<file path="src/rtl/viterbi_decoder.sv">
// Hard-decision rate-1/2 Viterbi decoder, K=3 or K=4 selectable at reset.
// Register-exchange survivors: one ACS step and one decoded bit per accepted symbol.
module viterbi_decoder #(
  parameter int TB_DEPTH = 16,
  parameter int PM_W     = 6
) (
  input  logic       clk,
  input  logic       reset,
  input  logic       choose_constraint_length,
  input  logic [1:0] encoded_in,
  input  logic       in_valid,
  output logic       decoded_bit,
  output logic       out_valid
);

  localparam int NS = 8;
  localparam int CNT_W = $clog2(TB_DEPTH + 1);
  localparam logic [PM_W-1:0]  PM_MAX   = '1;
  localparam logic [CNT_W-1:0] CNT_FULL = CNT_W'(TB_DEPTH);
  localparam logic [CNT_W-1:0] CNT_LAST = CNT_W'(TB_DEPTH - 1);

  logic                k4;
  logic [PM_W-1:0]     pm       [NS];
  logic [TB_DEPTH-1:0] surv     [NS];
  logic [CNT_W-1:0]    cnt;

  logic [PM_W-1:0]     acs_pm   [NS];
  logic [TB_DEPTH-1:0] acs_surv [NS];
  logic                act_v    [NS];
  logic [PM_W-1:0]     min_pm;
  logic [2:0]          best;

  // Expected {G0,G1} parity for input u leaving predecessor state s.
  function automatic logic [1:0] branch_sym(input logic k4m, input logic u, input logic [2:0] s);
    if (k4m) return {u ^ s[2] ^ s[1] ^ s[0], u ^ s[2] ^ s[0]};
    else     return {u ^ s[1] ^ s[0], u ^ s[0]};
  endfunction

  function automatic logic [1:0] hamming(input logic [1:0] a, input logic [1:0] b);
    return {1'b0, a[1] ^ b[1]} + {1'b0, a[0] ^ b[0]};
  endfunction

  function automatic logic [PM_W-1:0] sat_add(input logic [PM_W-1:0] a, input logic [1:0] b);
    logic [PM_W:0] s;
    s = {1'b0, a} + {{(PM_W-1){1'b0}}, b};
    return s[PM_W] ? PM_MAX : s[PM_W-1:0];
  endfunction

  for (genvar g = 0; g < NS; g++) begin : g_acs
    localparam logic [2:0] S = 3'(g);
    logic [2:0]      p0, p1;
    logic            u, sel;
    logic [PM_W-1:0] c0, c1;

    // Predecessors share the state's low bits shifted up; u is the newest bit of S.
    assign p0 = k4 ? {S[1:0], 1'b0} : {1'b0, S[0], 1'b0};
    assign p1 = p0 | 3'd1;
    assign u  = k4 ? S[2] : S[1];
    assign c0 = sat_add(pm[p0], hamming(encoded_in, branch_sym(k4, u, p0)));
    assign c1 = sat_add(pm[p1], hamming(encoded_in, branch_sym(k4, u, p1)));
    assign sel = (c1 < c0);
    assign act_v[g]    = k4 | ~S[2];
    assign acs_pm[g]   = act_v[g] ? (sel ? c1 : c0) : PM_MAX;
    assign acs_surv[g] = act_v[g] ? {surv[sel ? p1 : p0][TB_DEPTH-2:0], u} : surv[g];
  end

  // Strict compare keeps the lowest-index state on ties.
  always_comb begin
    min_pm = PM_MAX;
    best   = 3'd0;
    for (int i = 0; i < NS; i++) begin
      if (act_v[i] && (acs_pm[i] < min_pm)) begin
        min_pm = acs_pm[i];
        best   = 3'(i);
      end
    end
  end

  always_ff @(posedge clk) begin
    if (reset) begin
      k4          <= choose_constraint_length;
      cnt         <= '0;
      decoded_bit <= 1'b0;
      out_valid   <= 1'b0;
      for (int i = 0; i < NS; i++) begin
        pm[i]   <= (i == 0) ? '0 : PM_MAX;
        surv[i] <= '0;
      end
    end else begin
      out_valid <= 1'b0;
      if (in_valid) begin
        for (int i = 0; i < NS; i++) begin
          pm[i]   <= act_v[i] ? (acs_pm[i] - min_pm) : PM_MAX;
          surv[i] <= acs_surv[i];
        end
        if (cnt < CNT_FULL) cnt <= cnt + 1'b1;
        if (cnt >= CNT_LAST) begin
          out_valid   <= 1'b1;
          decoded_bit <= acs_surv[best][TB_DEPTH-1];
        end
      end
    end
  end

endmodule
</file>
<file path="config.mk">
export PLATFORM = sky130hd
export DESIGN_NAME = viterbi_decoder
export DESIGN_NICKNAME = d
export VERILOG_FILES = /design/src/rtl/viterbi_decoder.sv
export SDC_FILE = /design/constraint.sdc
export NUM_CORES = 1
export LEC_CHECK = 0
export BUFFER_PORTS_ARGS = -buffer_cell sky130_fd_sc_hd__buf_2
export CAP_MARGIN = 20
export CORE_MARGIN = 1.5
export CORE_UTILIZATION = 50
export DETAILED_ROUTE_END_ITERATION = 12
export PLACE_DENSITY = 0.75
export SYNTH_ARGS = -nofsm -noshare
export SYNTH_HDL_FRONTEND = slang
export SYNTH_SLANG_ARGS = --single-unit
</file>
<file path="constraint.sdc">
create_clock -name clk -period 23 [get_ports clk]
set_clock_uncertainty 0.15 [all_clocks]
set_input_delay 2.3 -clock clk [delete_from_list [all_inputs] [get_ports clk]]
set_output_delay 2.3 -clock clk [all_outputs]
set_load 0.05 [all_outputs]
</file>
# Word-level counts from Yosys, hierarchy flattened
# Memory sizes are Yosys's and may differ from the RTL's.
# Cells that the tools add are included.
totals:
  elab_cells: 246
  input_bits: 6
  memories: 2
  mem_bits_rw: 176
  regBits: 8
  out_inout_bits: 2
classes:
  n_lt_le_gt_ge: 19
  n_mux: 96
  bitwise_logic: 77
  n_addsub: 41
  reduce_logical: 7
memory_table:
  columns: ["memory", "words", "width", "read_ports", "rd_ports_with_merged_regs", "wr", "line_no", "source"]
  rows:
  - ["surv", 8, 16, 12, 0, 8, "24", "logic [TB_DEPTH-1:0] surv [NS];"]
  - ["pm", 8, 6, 8, 0, 8, "23", "logic [PM_W-1:0] pm [NS];"]
ops:
  columns: ["operator", "n"]
  rows:
  - ["$mux W6", 48]
  - ["$mux W16", 14]
  - ["$add A6 B2 Y7", 16]
  - ["$lt A6 B6 Y1", 15]
  - ["$bmux W16 S3", 1]
  - ["$sub A6 B6 Y6", 8]
  - ["$xor A1 B1 Y1", 42]
  - ["$add A1 B1 Y2", 16]
  - ["$mux W3", 7]
  - ["$mux W2", 9]
  - ["$not A1 Y1", 18]
  - ["$mux W1", 17]
  - ["$or A1 B1 Y1", 16]
  - ["$lt A6 B6 Y1 const B", 1]
  - ["$add A5 B1 Y5 const B", 1]
  - ["$ge A5 B4 Y1 const B", 1]
  - ["$lt A5 B5 Y1 const B", 1]
  - ["$ge A4 B4 Y1 const B", 1]
  - ["$logic_and A1 B1 Y1", 4]
  - ["$not A3 Y4", 1]
  - ["$reduce_and A2 Y1", 2]
  - ["$reduce_or A2 Y1", 1]

# Longest topological paths before layout
depth:
  depth_word: 31
  ltp_mapped: 91
  mapped_depth_nobuf: 84

# Least setup slack after synthesis
# Ideal clock, no wire load.
synth_path:
  path_type: "in2reg"
  startpoint: "input port encoded_in[0]"
  endpoint: "memory pm[7][5], data pin"
  setup_slack_ns: 4.681
  stages: 77
  required_time_ns: 22.582
  t_arrival_ns: 17.901
  cell_sequence: "inv_1 > fa_1 > ha_1 > nand3b_1 > o21ai_0 > inv_1 > ha_1 > nand4_1 > nor2_1 > o31ai_2 > nand2_1 > clkbuf_1 > clkbuf_1 > o21bai_1 > ha_1 > and4_1 > o21a_1 > nor2_1 > (+41 left out) > nand2_1 > a21o_1 > a2111o_1 > a311o_1 > or4_1 > buf_6 > nand2_8 > nor2_1 > a21oi_1 > ha_1 > inv_1 > a21o_1 > a21o_1 > a21o_1 > a21oi_1 > xnor2_1 > xnor2_1 > nand2_1"
synth_lines:
  columns: ["element", "line_no", "source"]
  rows:
  - ["from (decl)", "10", "input logic [1:0] encoded_in,"]
  - ["to (decl)", "23", null]

==> flow_metrics.py <==
metrics = {
    "min_path": {
        "hp-start": "decoded_bit$_SDFFE_PP0P_",
        "holdCritPathClass": "reg2reg",
    },
    "worst_setup_path": {
        "worstPathRequired_ns": 23.02,
        "critical_path_most_common_cell": "sky130_fd_sc_hd__ha_1",
        "r2r_start": "k4$_DFFE_PP_",
        "r2r_slack_ns": 3.80,
        "timing.critical_path.slowest_cell_delay_ns": 0.77,
        "timing.setup.critical_path_class": "in2reg",
        "critPathCaptureType": "flip-flop",
        "cp_data_arrival_time_ns": 20.98,
        "critical_path.startpoint_type": "input port",
        "timing.critical_path.fanout_max": 21,
        "timing.critical_path.slowest_stage_cell": "sky130_fd_sc_hd__and2_1",
        "startpoint": "encoded_in[0]",
    },
    "clock_network": {
        "cts_tree": "yes",
        "post-cts-setup-buffers": 0,
        "clkSlewWorstSetupHoldPaths_ns": 0.08,
        "cts_max_level": 4,
        "cts.repair.resized": 0,
        "clock_tree.root_cell": "sky130_fd_sc_hd__clkbuf_16",
        "holdBufCountCts": 0,
        "cts_buffers": 17,
        "clock-sinks": 176,
        "cts.path.max_buffers": 2,
        "worstSkewPairLatency_ns": 0.45,
    },
    "status": {
        "run_status": "finished clean",
    },
    "yosys": {
        "synth.most_common_cell": "sky130_fd_sc_hd__nand2_1",
        "synthesis.instances": 1783,
        "synth.ff_latch_count": 176,
        "synth_top_flop_cell": "sky130_fd_sc_hd__edfxtp_1",
        "synth-edff-count": 169,
        "async_reset_ff_share_pct": 0,
        "synth_warnings": 0,
        "yosysUniqueCellTypes": 105,
        "post_synth_main_area_contributors": "sky130_fd_sc_hd__edfxtp_1, sky130_fd_sc_hd__mux2i_1, sky130_fd_sc_hd__ha_1, sky130_fd_sc_hd__nand2_1, sky130_fd_sc_hd__nor2_1",
        "syn-cell-area_sq_um": 16300,
        "synth.cells.most_frequent": "sky130_fd_sc_hd__nand2_1, sky130_fd_sc_hd__mux2i_1, sky130_fd_sc_hd__edfxtp_1, sky130_fd_sc_hd__nor2_1, sky130_fd_sc_hd__ha_1",
        "synthesis.area_per_instance_sq_um": 9.14,
        "yosys.area.top_type": "sky130_fd_sc_hd__edfxtp_1",
        "synthDominantCellAreaShare_pct": 31.1,
        "post_synthesis_sequential_area_ratio_pct": 32.0,
        "syn-num-nets": 1925,
    },
    "sta": {
        "setup_viol_count_final": 0,
        "holdWs_ns": 0.313,
        "worst_pin_slew_ns": 1.10,
        "timing_hold_violations_final": 0,
        "max_slew_violation_total_from_the_final_report": 0,
        "accumulated_negative_setup_slack_ns": 0,
        "final.period_utilization_pct": 91.1,
        "rsz_0062_raised_after_global_routing": "no",
        "fmax_mhz": 47.7,
        "period_needed_ns": 20.95,
        "max-slew-margin-rel_pct": 26.7,
    },
    "place": {
        "finalWeightedCongestion": 1.01,
        "place_inst": 2160,
        "place.detailed.hpwl_mm": 33.6,
        "numPortBuffers": 7,
    },
    "global_route": {
        "grt_pass1_wl_mm": 71.4,
        "globalRouteOverflowTotal": 0,
        "maximum_number_of_pins_on_one_net_before_global_route_repair": 77,
        "grt_total_usage_pct": 27.2,
        "first_global_vias": 12900,
        "grt_antenna_before_repair": 0,
    },
    "floorplan": {
        "rows": 65,
        "die-area_sq_um": 33700,
        "ios": 8,
        "fp.coreArea_sq_um": 31800,
        "die_w_microns": 184,
        "die_span_in_y_microns": 184,
        "initial_core_util_pct": 51.3,
    },
    "route": {
        "drt-total-wl_mm": 45.2,
        "iteration_0_drc_count_of_the_detailed_router": 1406,
        "first_pass_iters": 6,
        "drtAntennaViolNets": 0,
        "remaining_drc_errors": 0,
        "drt-wirelength-per-cell_microns": 20.6,
        "vias_per_cell": 6.22,
        "vias": 13600,
    },
    "finish": {
        "final-instance-count-excl-fill": 2194,
        "final_util_pct": 54.6,
        "area_delta_synth_final_pct": 6.41,
        "diodes": 0,
        "fin_nets": 1888,
        "nFillCells": 2842,
        "drive_above_1_share_pct": 8.07,
    },
    "job": {
        "drv_cap": 0,
    },
}
## cell usage in the layout (no fill, tap or decap), types with 21 or more instances in the layout
cell / synthesis / routed
sky130_fd_sc_hd__nand3_1: 49 / 49
sky130_fd_sc_hd__o21ai_0: 87 / 87
sky130_fd_sc_hd__nand2_1: 203 / 203
sky130_fd_sc_hd__mux2i_1: 179 / 179
sky130_fd_sc_hd__a21o_1: 37 / 36
sky130_fd_sc_hd__edfxtp_1: 169 / 169
sky130_fd_sc_hd__o22ai_1: 32 / 32
sky130_fd_sc_hd__nand2b_1: 29 / 28
sky130_fd_sc_hd__o211ai_1: 22 / 22
sky130_fd_sc_hd__nor2_1: 164 / 164
sky130_fd_sc_hd__a21oi_1: 91 / 89
sky130_fd_sc_hd__a211oi_1: 37 / 37
sky130_fd_sc_hd__inv_1: 87 / 87
sky130_fd_sc_hd__xnor2_1: 43 / 43
sky130_fd_sc_hd__buf_4: 5 / 21
sky130_fd_sc_hd__ha_1: 116 / 116
sky130_fd_sc_hd__xor2_1: 26 / 26
sky130_fd_sc_hd__and2_1: 23 / 23
## logic make-up (layout without fill, tap and decap cells)
logic type                 after synthesis  after routing  share of synthesized area [%]
buffers and inverters                  175            151                           4.35
AOI/OAI and AO/OA                      430            430                           18.0
adders and majority gates              140            140                           11.6
and+or+nand+nor                        589            589                           17.2
xor gates and xnor gates                69             69                           3.71
muxes                                  204            204                           13.1
DFF                                    176            176                           32.0
## worst max-delay path: cells and delay by family
kind / cells / cell delay, ns
compound gates: 35 / 8.84
xor+xnor: 2 / 0.29
fa+ha+maj: 11 / 3.64
buf+inv: 4 / 0.55
mux: 1 / 0.38
simple gates: 22 / 4.94
## final cells by class
class                   count  area, sq um  area share, %
flip-flops and latches    176         5220           30.1
repair buffers             30          248           1.43
multi-input cells        1432        10400           60.0
well taps                 435          544           3.14
clock inverters            15          171          0.988
clock buffers              17          425           2.45
inverters                  89          334           1.93
## routing by layer
metal | part of all wire [%] | up-vias | track usage [%]
met5 | 0 | - | 0
met4 | 3.0 | 0 | 10.4
met3 | 6.8 | 92 | 4.30
met2 | 47 | 503 | 45.3
met1 | 43 | 6551 | 35.6
li1 | - | 6494 | -
## state kept, by name, summed over array words and instances (netlist names)
register and count:
decoded_bit 1, out_valid 1, k4 1, pm 48, cnt 5, surv 120
## final timing paths
path | endpoint | cells after the start
hold / removal | decoded_bit$_SDFFE_PP0P_ | 2
setup / recovery | pm[5][5]$_SDFFCE_PN1P_ | 75
setup reg to reg | pm[5][5]$_SDFFCE_PN1P_ | 71
hold reg to reg | decoded_bit$_SDFFE_PP0P_ | 2
## stage by stage
step	worst slack [ns]	area, sq um
global placement	2.53	16700
global route	0.664	17300
CTS	2.37	17300
floorplan	4.68	16300
detailed placement	1.85	16700
finish	2.05	17300
Power is left out: the tool's default activity adds up to more than one toggle a clock period on the data nets, which glitch-free logic cannot reach.
